File: src/rtl/mvm_pkg.sv
// Shared types and helpers for the streaming matrix-vector engine.
// Holds the FSM encoding, mode constants and the saturating adder.
package mvm_pkg;

    typedef enum logic [1:0] {IDLE, RUN, DONE} mvm_state_e;

    localparam int MVM_INT = 0;
    localparam int MVM_BIN = 1;

    // Wide enough that a + b never wraps before clamping.
    localparam int SAT_W = 64;

    function automatic logic signed [SAT_W-1:0] sat_add(
        input logic signed [SAT_W-1:0] a,
        input logic signed [SAT_W-1:0] b,
        input int                      out_w
    );
        logic signed [SAT_W-1:0] sum;
        logic signed [SAT_W-1:0] hi;
        logic signed [SAT_W-1:0] lo;
        sum = a + b;
        hi  = (64'sd1 <<< (out_w - 1)) - 64'sd1;
        lo  = -hi - 64'sd1;
        if (sum > hi) begin
            return hi;
        end else if (sum < lo) begin
            return lo;
        end
        return sum;
    endfunction

endpackage

File: src/rtl/mvm_dot_row.sv
// Combinational dot product of one latched input vector and one weight row.
// Integer mode builds a signed MAC sum; binary mode uses XNOR-popcount.
module mvm_dot_row
    import mvm_pkg::*;
#(
    parameter int N_IN  = 4,
    parameter int X_W   = 4,
    parameter int W_W   = 4,
    parameter int MODE  = MVM_INT,
    parameter int DOT_W = X_W + W_W + $clog2(N_IN)
) (
    input  logic [N_IN*X_W-1:0]     i_x,
    input  logic [N_IN*W_W-1:0]     i_w,
    output logic signed [DOT_W-1:0] o_dot
);

    generate
        if (MODE == MVM_BIN) begin : g_bin
            localparam int PC_W = $clog2(N_IN + 1);

            logic [N_IN-1:0] agree;
            logic [PC_W-1:0] pc;

            assign agree = ~(i_x[N_IN-1:0] ^ i_w[N_IN-1:0]);

            always_comb begin
                pc = '0;
                for (int k = 0; k < N_IN; k++) begin
                    pc = pc + PC_W'(agree[k]);
                end
            end

            // Each agreeing bit is +1, each disagreeing bit is -1.
            assign o_dot = DOT_W'(signed'({1'b0, pc}) * 2 - N_IN);
        end else begin : g_int
            always_comb begin
                o_dot = '0;
                for (int k = 0; k < N_IN; k++) begin
                    o_dot = o_dot
                          + DOT_W'($signed(i_x[k*X_W +: X_W]))
                          * DOT_W'($signed(i_w[k*W_W +: W_W]));
                end
            end
        end
    endgenerate

endmodule

File: src/rtl/mvm_stream.sv
// Streaming matrix-vector multiply: latches x on start, consumes N_OUT
// weight rows over valid/ready and keeps saturated, optionally accumulated results.
module mvm_stream
    import mvm_pkg::*;
#(
    parameter int N_IN  = 4,
    parameter int N_OUT = 4,
    parameter int X_W   = 4,
    parameter int W_W   = 4,
    parameter int OUT_W = 16,
    parameter int MODE  = MVM_INT
) (
    input  logic                   i_clk_mvm,
    input  logic                   i_rst_mvm,
    input  logic                   i_start_mvm,
    input  logic                   i_acc_mvm,
    input  logic [N_IN*X_W-1:0]    i_x_bn,
    input  logic                   i_w_valid,
    input  logic [N_IN*W_W-1:0]    i_w_mvm,
    output logic                   o_w_ready,
    output logic                   o_ismvm,
    output logic                   o_done,
    output logic [N_OUT*OUT_W-1:0] o_wx_result
);

    localparam int DOT_W = X_W + W_W + $clog2(N_IN);
    localparam int ROW_W = (N_OUT > 1) ? $clog2(N_OUT) : 1;
    localparam logic [ROW_W-1:0] LAST_ROW = ROW_W'(N_OUT - 1);

    mvm_state_e state_q;
    mvm_state_e state_d;

    logic [ROW_W-1:0]    row_q;
    logic [ROW_W-1:0]    row_d;
    logic [N_IN*X_W-1:0] x_q;
    logic [N_IN*X_W-1:0] x_d;
    logic                acc_q;
    logic                acc_d;

    logic signed [OUT_W-1:0] res_q [N_OUT];
    logic signed [OUT_W-1:0] res_d [N_OUT];

    logic signed [DOT_W-1:0] dot;
    logic signed [SAT_W-1:0] sum_full;
    logic                    begin_pass;
    logic                    accept;

    assign begin_pass = (state_q == IDLE) && i_start_mvm;
    assign accept     = (state_q == RUN) && i_w_valid;

    mvm_dot_row #(
        .N_IN  (N_IN),
        .X_W   (X_W),
        .W_W   (W_W),
        .MODE  (MODE),
        .DOT_W (DOT_W)
    ) u_dot (
        .i_x   (x_q),
        .i_w   (i_w_mvm),
        .o_dot (dot)
    );

    // Both operands are sign-extended well past OUT_W so the clamp sees the true sum.
    assign sum_full = sat_add(
        acc_q ? SAT_W'(res_q[row_q]) : {SAT_W{1'b0}},
        SAT_W'(dot),
        OUT_W
    );

    always_ff @(posedge i_clk_mvm or negedge i_rst_mvm) begin
        if (!i_rst_mvm) begin
            state_q <= IDLE;
        end else begin
            state_q <= state_d;
        end
    end

    always_comb begin
        state_d = state_q;
        unique case (state_q)
            IDLE: begin
                if (i_start_mvm) begin
                    state_d = RUN;
                end
            end
            RUN: begin
                if (accept && (row_q == LAST_ROW)) begin
                    state_d = DONE;
                end
            end
            DONE:    state_d = IDLE;
            default: state_d = IDLE;
        endcase
    end

    always_comb begin
        o_w_ready = 1'b0;
        o_ismvm   = 1'b0;
        o_done    = 1'b0;
        unique case (state_q)
            RUN: begin
                o_w_ready = 1'b1;
                o_ismvm   = 1'b1;
            end
            DONE: begin
                o_ismvm = 1'b1;
                o_done  = 1'b1;
            end
            default: ;
        endcase
    end

    always_comb begin
        x_d   = x_q;
        acc_d = acc_q;
        row_d = row_q;
        res_d = res_q;
        if (begin_pass) begin
            x_d   = i_x_bn;
            acc_d = i_acc_mvm;
            row_d = '0;
            if (!i_acc_mvm) begin
                for (int r = 0; r < N_OUT; r++) begin
                    res_d[r] = '0;
                end
            end
        end
        if (accept) begin
            res_d[row_q] = sum_full[OUT_W-1:0];
            row_d        = row_q + ROW_W'(1);
        end
    end

    always_ff @(posedge i_clk_mvm or negedge i_rst_mvm) begin
        if (!i_rst_mvm) begin
            row_q <= '0;
            x_q   <= '0;
            acc_q <= 1'b0;
            for (int r = 0; r < N_OUT; r++) begin
                res_q[r] <= '0;
            end
        end else begin
            row_q <= row_d;
            x_q   <= x_d;
            acc_q <= acc_d;
            res_q <= res_d;
        end
    end

    for (genvar r = 0; r < N_OUT; r++) begin : g_out
        assign o_wx_result[r*OUT_W +: OUT_W] = res_q[r];
    end

endmodule

File: config.mk
export PLATFORM = sky130hd
export DESIGN_NAME = mvm_stream
export DESIGN_NICKNAME = d
export VERILOG_FILES = /design/src/rtl/mvm_pkg.sv /design/src/rtl/mvm_dot_row.sv /design/src/rtl/mvm_stream.sv
export SDC_FILE = /design/constraint.sdc
export NUM_CORES = 1
export LEC_CHECK = 0
export CAP_MARGIN = 20
export CORE_MARGIN = 2
export CORE_UTILIZATION = 30
export CTS_BUF_LIST = sky130_fd_sc_hd__clkbuf_4
export DETAILED_ROUTE_END_ITERATION = 10
export PLACE_DENSITY = 0.55
export RECOVER_POWER = 50
export SLEW_MARGIN = 20
export SYNTH_ARGS = -nofsm -noshare
export SYNTH_HDL_FRONTEND = slang
export SYNTH_SLANG_ARGS = --single-unit
File: constraint.sdc
create_clock -name i_clk_mvm -period 14.02 [get_ports i_clk_mvm]
set_input_delay 2.804 -clock i_clk_mvm [delete_from_list [all_inputs] [get_ports i_clk_mvm]]
set_output_delay 2.804 -clock i_clk_mvm [all_outputs]
set_load 0.01 [all_outputs]
==> qor.yml, run 1 <==
syn_avg_cell_area_um2: 9.97
syn_inst: 859
cts_sinks: 85
slew_violations: 69
antenna_found_initial: 0
drive_gt1_share_pct: 9.57
layout_min_cycle_time_ns: 13.43
dr.pass1.iters: 5
worst-path-max-fanout: 16
crit_type: "in -> reg"
gp_congestion: 0.864
fillerInstances: 2885
dpl.hpwl_um: 17400
holdBufCountCts: 0
syn-cell-area_um2: 8570
setup_viol: 0
port_buffers: 103
crit_path_start_kind: "input port"
whs_ns: 0.563
layout_commonest_cell: "a21oi_1"
synthFlopType: "dfrtp_1"
path_common_cell: "fa_1"
failed_checks: "max-capacitance violations, max-slew violations"
post-route-util_pct: 36.5
drtIter0Drc: 374
post_cts_resized: 0
critPathRequiredTime_ns: 14.42
arrival_ns: 13.82
hold_viol: 0
regArea_um2: 2130
placedCellCount: 1316
diodes: 0
core_um2: 27900
worst_slack_ns: 0.595
rsz0062_at_grt: "no"
ios: 104
dieArea_um2: 29900
reg2reg_depth: 35
max-slew-margin-rel_pct: -158
ant_nets: 0
fin_cells: 1339
ys_async_sr_fraction_pct: 100
grt_max_degree: 69
min_period_over_period_pct: 95.8
synth-edff-count: 0
drt_wl_total_um: 23100
min_to: "o_wx_result[47]$_DFF_PN0_"
tightest_slew_ns: 3.87
fmax_mhz: 74.5
h-tree-depth: 3
grt_pass1_vias: 6866
crit_path_end_kind: "flop"
multi_input_area_um2: 5860
cts_made_buffers: 9
hp-class: "reg -> reg"
max_cap_viol_count: 1
reg2reg_setup_slack_ns: 2.85
fin_skew_ns: 0.0414
clk_pin_slew_ns: 0.17
clk_latency_ns: 0.50
chipHeight_um: 173
ys_seq_area_share_pct: 24.8
overflow: 0
critPathMaxStageDelay_ns: 0.67
hp-start: "o_wx_result[47]$_DFF_PN0_"
placementRows: 61
cpMaxStageDelayCell: "a41o_1"
dp_slack_ns: -0.0874
synth_top_area_cell: "dfrtp_1"
die_w_um: 173
start_util_pct: 30.7
cts_root_buf: "clkbuf_4"
yosys_warnings: 0
ys_seq_elements: 85
cts_buffer_depth: 2
grt_usage_pct: 15.6
synth_top_area_share_pct: 24.8
syn_nets: 1055
num_vias: 6608
synthTopCellsByArea: "dfrtp_1 25%, fa_1 18%, ha_1 12%, a21oi_1 7.9%, inv_1 4.9%"
synthDistinctLibCells: 63
wire_per_inst_um: 17.2
area_growth_pct: 19.1
hold_depth: 2
vias_per_cell: 4.94
cts_tree: "yes"
final_cell_mix: "136 x a21oi_1, 111 x inv_1, 88 x clkdlybuf4s50_1"
drc: 0
status: "finished with violations"
r2r-end: "o_wx_result[8]$_DFF_PN0_"
grt_pass1_wl_um: 37400
fin_nets: 1152
reg2reg_from: "x_q[8]$_DFFE_PN0P_"
cell usage after synthesis, types with 5 or more instances:
master and n:
a21o_1 13, a21oi_1 136, a21oi_2 7, and2_1 47, and3_1 9, buf_6 6
clkbuf_1 22, dfrtp_1 85, fa_1 78, ha_1 81, inv_1 111, mux2_2 19
mux4_2 14, nand2_1 37, nand2b_1 8, nand3_1 10, nand4_1 10, nor2_1 17
nor2b_1 6, nor3_1 5, o21ai_0 25, o21ai_1 7, o21bai_1 5, xnor2_1 27
xor2_1 11
worst max path at each step:
stage,from,to,slack (ns),depth (start not counted)
2_1_floorplan,i_w_mvm[11],o_wx_result[36]$_DFF_PN0_,0.009,40
3_3_place_gp,i_w_mvm[11],o_wx_result[10]$_DFF_PN0_,0.1,36
3_5_place_dp,i_w_mvm[10],o_wx_result[0]$_DFF_PN0_,-0.09,36
4_1_cts,i_w_mvm[10],o_wx_result[40]$_DFF_PN0_,0.42,36
5_1_grt,i_w_mvm[11],o_wx_result[8]$_DFF_PN0_,0.03,38
6_report,i_w_mvm[10],o_wx_result[8]$_DFF_PN0_,0.59,36
metrics by stage:
step	TNS [ns]	area, um^2
after floorplan	0	8570
after global placement	0	9970
after detailed placement	-2.23	9970
after CTS	0	10100
after global routing	0	10200
final	0	10200
kinds of logic after synthesis:
| group | share of synthesized area (%) |
|---|---|
| AND/OR/NAND/NOR | 11.6 |
| AO/OA/AOI/OAI | 16.1 |
| buffers and inverters | 6.91 |
| multiplexers | 6.64 |
| flip-flops | 24.8 |
| XOR/XNOR | 3.88 |
| adder cells (fa/ha/maj) | 30.1 |
critical path, delay by kind of cell:
family,cells,cell delay [ns]
compound gates,9,2.54
xor+xnor,2,0.57
fa+ha+maj,12,5.42
buf+inv,7,1.00
simple gates,6,1.47
registers in the layout (all words and copies together), names as in the netlist:
| signal | flops |
|---|---|
| o_wx_result | 64 |
| x_q | 16 |
| row_q | 2 |
| acc_q | 1 |
| state_q | 2 |
cell type report:
class                      count  share of cell area (%)
clock buffer                   9                   0.662
tap                          378                    4.64
sequential                    85                    20.8
clock inverter                 7                   0.564
timing repair buffer         119                    11.8
inverter                     112                    4.12
multi-input combinational    629                    57.4
what timing repair did:
action	4_1_cts	5_1_grt
setup endpoints to repair	0	60
buffers inserted	0	7
hold endpoints to repair	0	0
layer usage:
layer | share of wire (%) | global-route usage [%] | wire (um) | up-vias
li1 | - | - | - | 3116
met1 | 46 | 21.5 | 10700 | 3267
met2 | 47 | 26.1 | 10900 | 206
met3 | 5.3 | 2.81 | 1220 | 19
met4 | 0.91 | 2.75 | 211 | 0
met5 | 0 | 0 | 0 | -
Power of run 1 is not shown: default switching activity piles up to over one toggle a cycle in this logic, so the estimate is an artifact.
==> run 2: changes to the inputs <==
- clock period: 14.02 -> 13.3 ns (I/O delays scaled with it)
==> run 2 against run 1 <==
The run still ends with max-capacitance violations, max-slew violations left; final area up 1.1%; cell count grew 0.97%; critical path depth increased by 4; count of clock-buffer cells in the layout did not move; first-iteration DRC count fell by 7.8%; non-clock buffer count increased by 11; via count up 0.65%; critical endpoint is now o_wx_result[34]$_DFF_PN0_; highest routed layer unchanged.
==> qor.yml, run 2 (synthesis gave the netlist of run 1 again) <==
status: "finished with violations"  # unchanged
failed_checks: "max-capacitance violations, max-slew violations"  # unchanged
use_met2_pct: 26.4  # was 26.1%
worst-path-max-fanout: 14  # was 16
grt_use_met1_pct: 21.9  # was 21.5%
drtIter0Drc: 345  # was 374
rsz0062_at_grt: "no"  # unchanged
cts_buffer_depth: 2  # unchanged
ant_nets: 0  # unchanged
hold_viol: 0  # unchanged
drc: 0  # unchanged
dr.pass1.iters: 6  # was 5
max_cap_viol_count: 1  # unchanged
gp_congestion: 0.877  # was 0.864
arrival_ns: 13.06  # was 13.82 ns
wire_per_inst_um: 17.1  # was 17.2 um
crit_family: "adder cells"  # unchanged
antenna_found_initial: 1  # was 0
grt_pass1_vias: 7093  # was 6866
multi_input_area_um2: 5880  # was 5860 um^2
slew_violations: 63  # was 69
port_buffers: 103  # unchanged
hp-class: "reg -> reg"  # unchanged
largest_reg_flops: 64  # unchanged
grt_pass1_wl_um: 38000  # was 37400 um
grt_use_met3_pct: 2.75  # was 2.81%
cts_sinks: 85  # unchanged
fmax_mhz: 78.9
layout_commonest_cell: "a21oi_1"  # unchanged
crit_buf_inv: 10  # was 7
crit_type: "in -> reg"  # unchanged
dieArea_um2: 29900  # unchanged
tightest_slew_ns: 3.52  # was 3.87 ns
area_growth_pct: 20.4  # was 19.1%
drt_wl_total_um: 23100  # about the same
regArea_um2: 2130  # unchanged
max-slew-margin-rel_pct: -135  # was -158%
grt_usage_pct: 15.9  # was 15.6%
crit_path_start_kind: "input port"  # unchanged
min_period_over_period_pct: 95.3
fin_skew_ns: 0.0351  # was 0.0414 ns
fillerInstances: 2832  # was 2885
vias_per_cell: 4.92  # was 4.94
placementRows: 61  # unchanged
critPathRequiredTime_ns: 13.68  # was 14.42 ns
tns_ns: 0  # unchanged
chipHeight_um: 173  # unchanged
path_common_cell: "fa_1"  # unchanged
h-tree-depth: 3  # unchanged
ios: 104  # unchanged
dpl.hpwl_um: 17400  # about the same
setup_viol: 0  # unchanged
cts_made_buffers: 9  # unchanged
core_um2: 27900  # unchanged
fin_nets: 1163  # was 1152
clk_latency_ns: 0.52  # was 0.50 ns
overflow: 0  # unchanged
cpMaxStageDelayCell: "fa_1"  # was a41o_1
drive_gt1_share_pct: 11.2  # was 9.57%
critPathMaxStageDelay_ns: 0.58  # was 0.67 ns
cts_root_buf: "clkbuf_4"  # unchanged
crit_path_end_kind: "flop"  # unchanged
die_w_um: 173  # unchanged
num_vias: 6651  # was 6608
cts_tree: "yes"  # unchanged
final_cell_mix: "133 x a21oi_1, 111 x inv_1, 89 x clkdlybuf4s50_1"  # was 136 x a21oi_1, 111 x inv_1, 88 x clkdlybuf4s50_1
busiest_layer: "met2"  # unchanged
clk_pin_slew_ns: 0.19  # was 0.17 ns
start_util_pct: 30.7  # unchanged
grt_max_degree: 65  # was 69
layout_min_cycle_time_ns: 12.68
[run 2: changes by cell type in the layout (fill, tap and decap cells not counted), sizes merged]
| cell | previous run | this run |
|---|---|---|
| buf | 14 | 25 |
| clkinv | 4 | 2 |
| diode | 0 | 2 |
| dlygate4sd3 | 14 | 13 |
| inv | 114 | 117 |
| clkdlybuf4s50 | 88 | 89 |
| clkinvlp | 1 | 0 |
[run 2: tightest hold or removal path: stages, from the launching register on]
cell and delay, ns:
dfrtp_1 0.40, nand3_1 0.07, o21ai_0 0.07
[run 2: through the flow]
step,hold WS [ns],cells,utilization [%],instance area (um^2),setup slack [ns]
global route,0.628,1352,36.9,10300,0.00398
detailed placement,0.531,1331,36.3,10100,-0.147
floorplan,0.500,859,-,8580,0.0463
CTS,0.570,1347,36.8,10300,0.357
finish,0.560,1352,36.9,10300,0.619
global placement,0.520,1331,36.3,10100,-0.0254
[run 2: final timing paths]
path                                      startpoint                   endpoint  slack, ns  cells after the start
max                                      i_w_mvm[11]  o_wx_result[34]$_DFF_PN0_       0.62                     40
min                        o_wx_result[31]$_DFF_PN0_  o_wx_result[31]$_DFF_PN0_       0.56                      2
max reg2reg                       x_q[8]$_DFFE_PN0P_  o_wx_result[34]$_DFF_PN0_       2.74                     39
min reg2reg                o_wx_result[31]$_DFF_PN0_  o_wx_result[31]$_DFF_PN0_       0.56                      2
max in group asynchronous                  i_rst_mvm         x_q[5]$_DFFE_PN0P_       6.84                      2
min in group asynchronous                  i_rst_mvm  o_wx_result[62]$_DFF_PN0_       2.45                      1
[run 2: area by class of cell]
type,count,area share (%)
clock buffer,9,0.655
clock inverter,7,0.607
timing repair buffer,130,12.4
tap,378,4.59
inverter,112,4.08
multi-input combinational,629,57.0
antenna,2,0.0485
sequential,85,20.6
[run 2: repair_timing]
action,4_1_cts,5_1_grt
buffers inserted,0,3
hold buffers,0,0
gates resized for setup,0,12
setup endpoints to repair,0,60
[run 2: per-layer routing]
layer	vias to the layer above	routed length [um]	share of wire, %
li1	3152	-	-
met1	3289	10700	46
met2	190	10900	47
met3	20	1180	5.1
met4	0	251	1.1
met5	-	0	0
Power of run 2 is left out for the same reason.
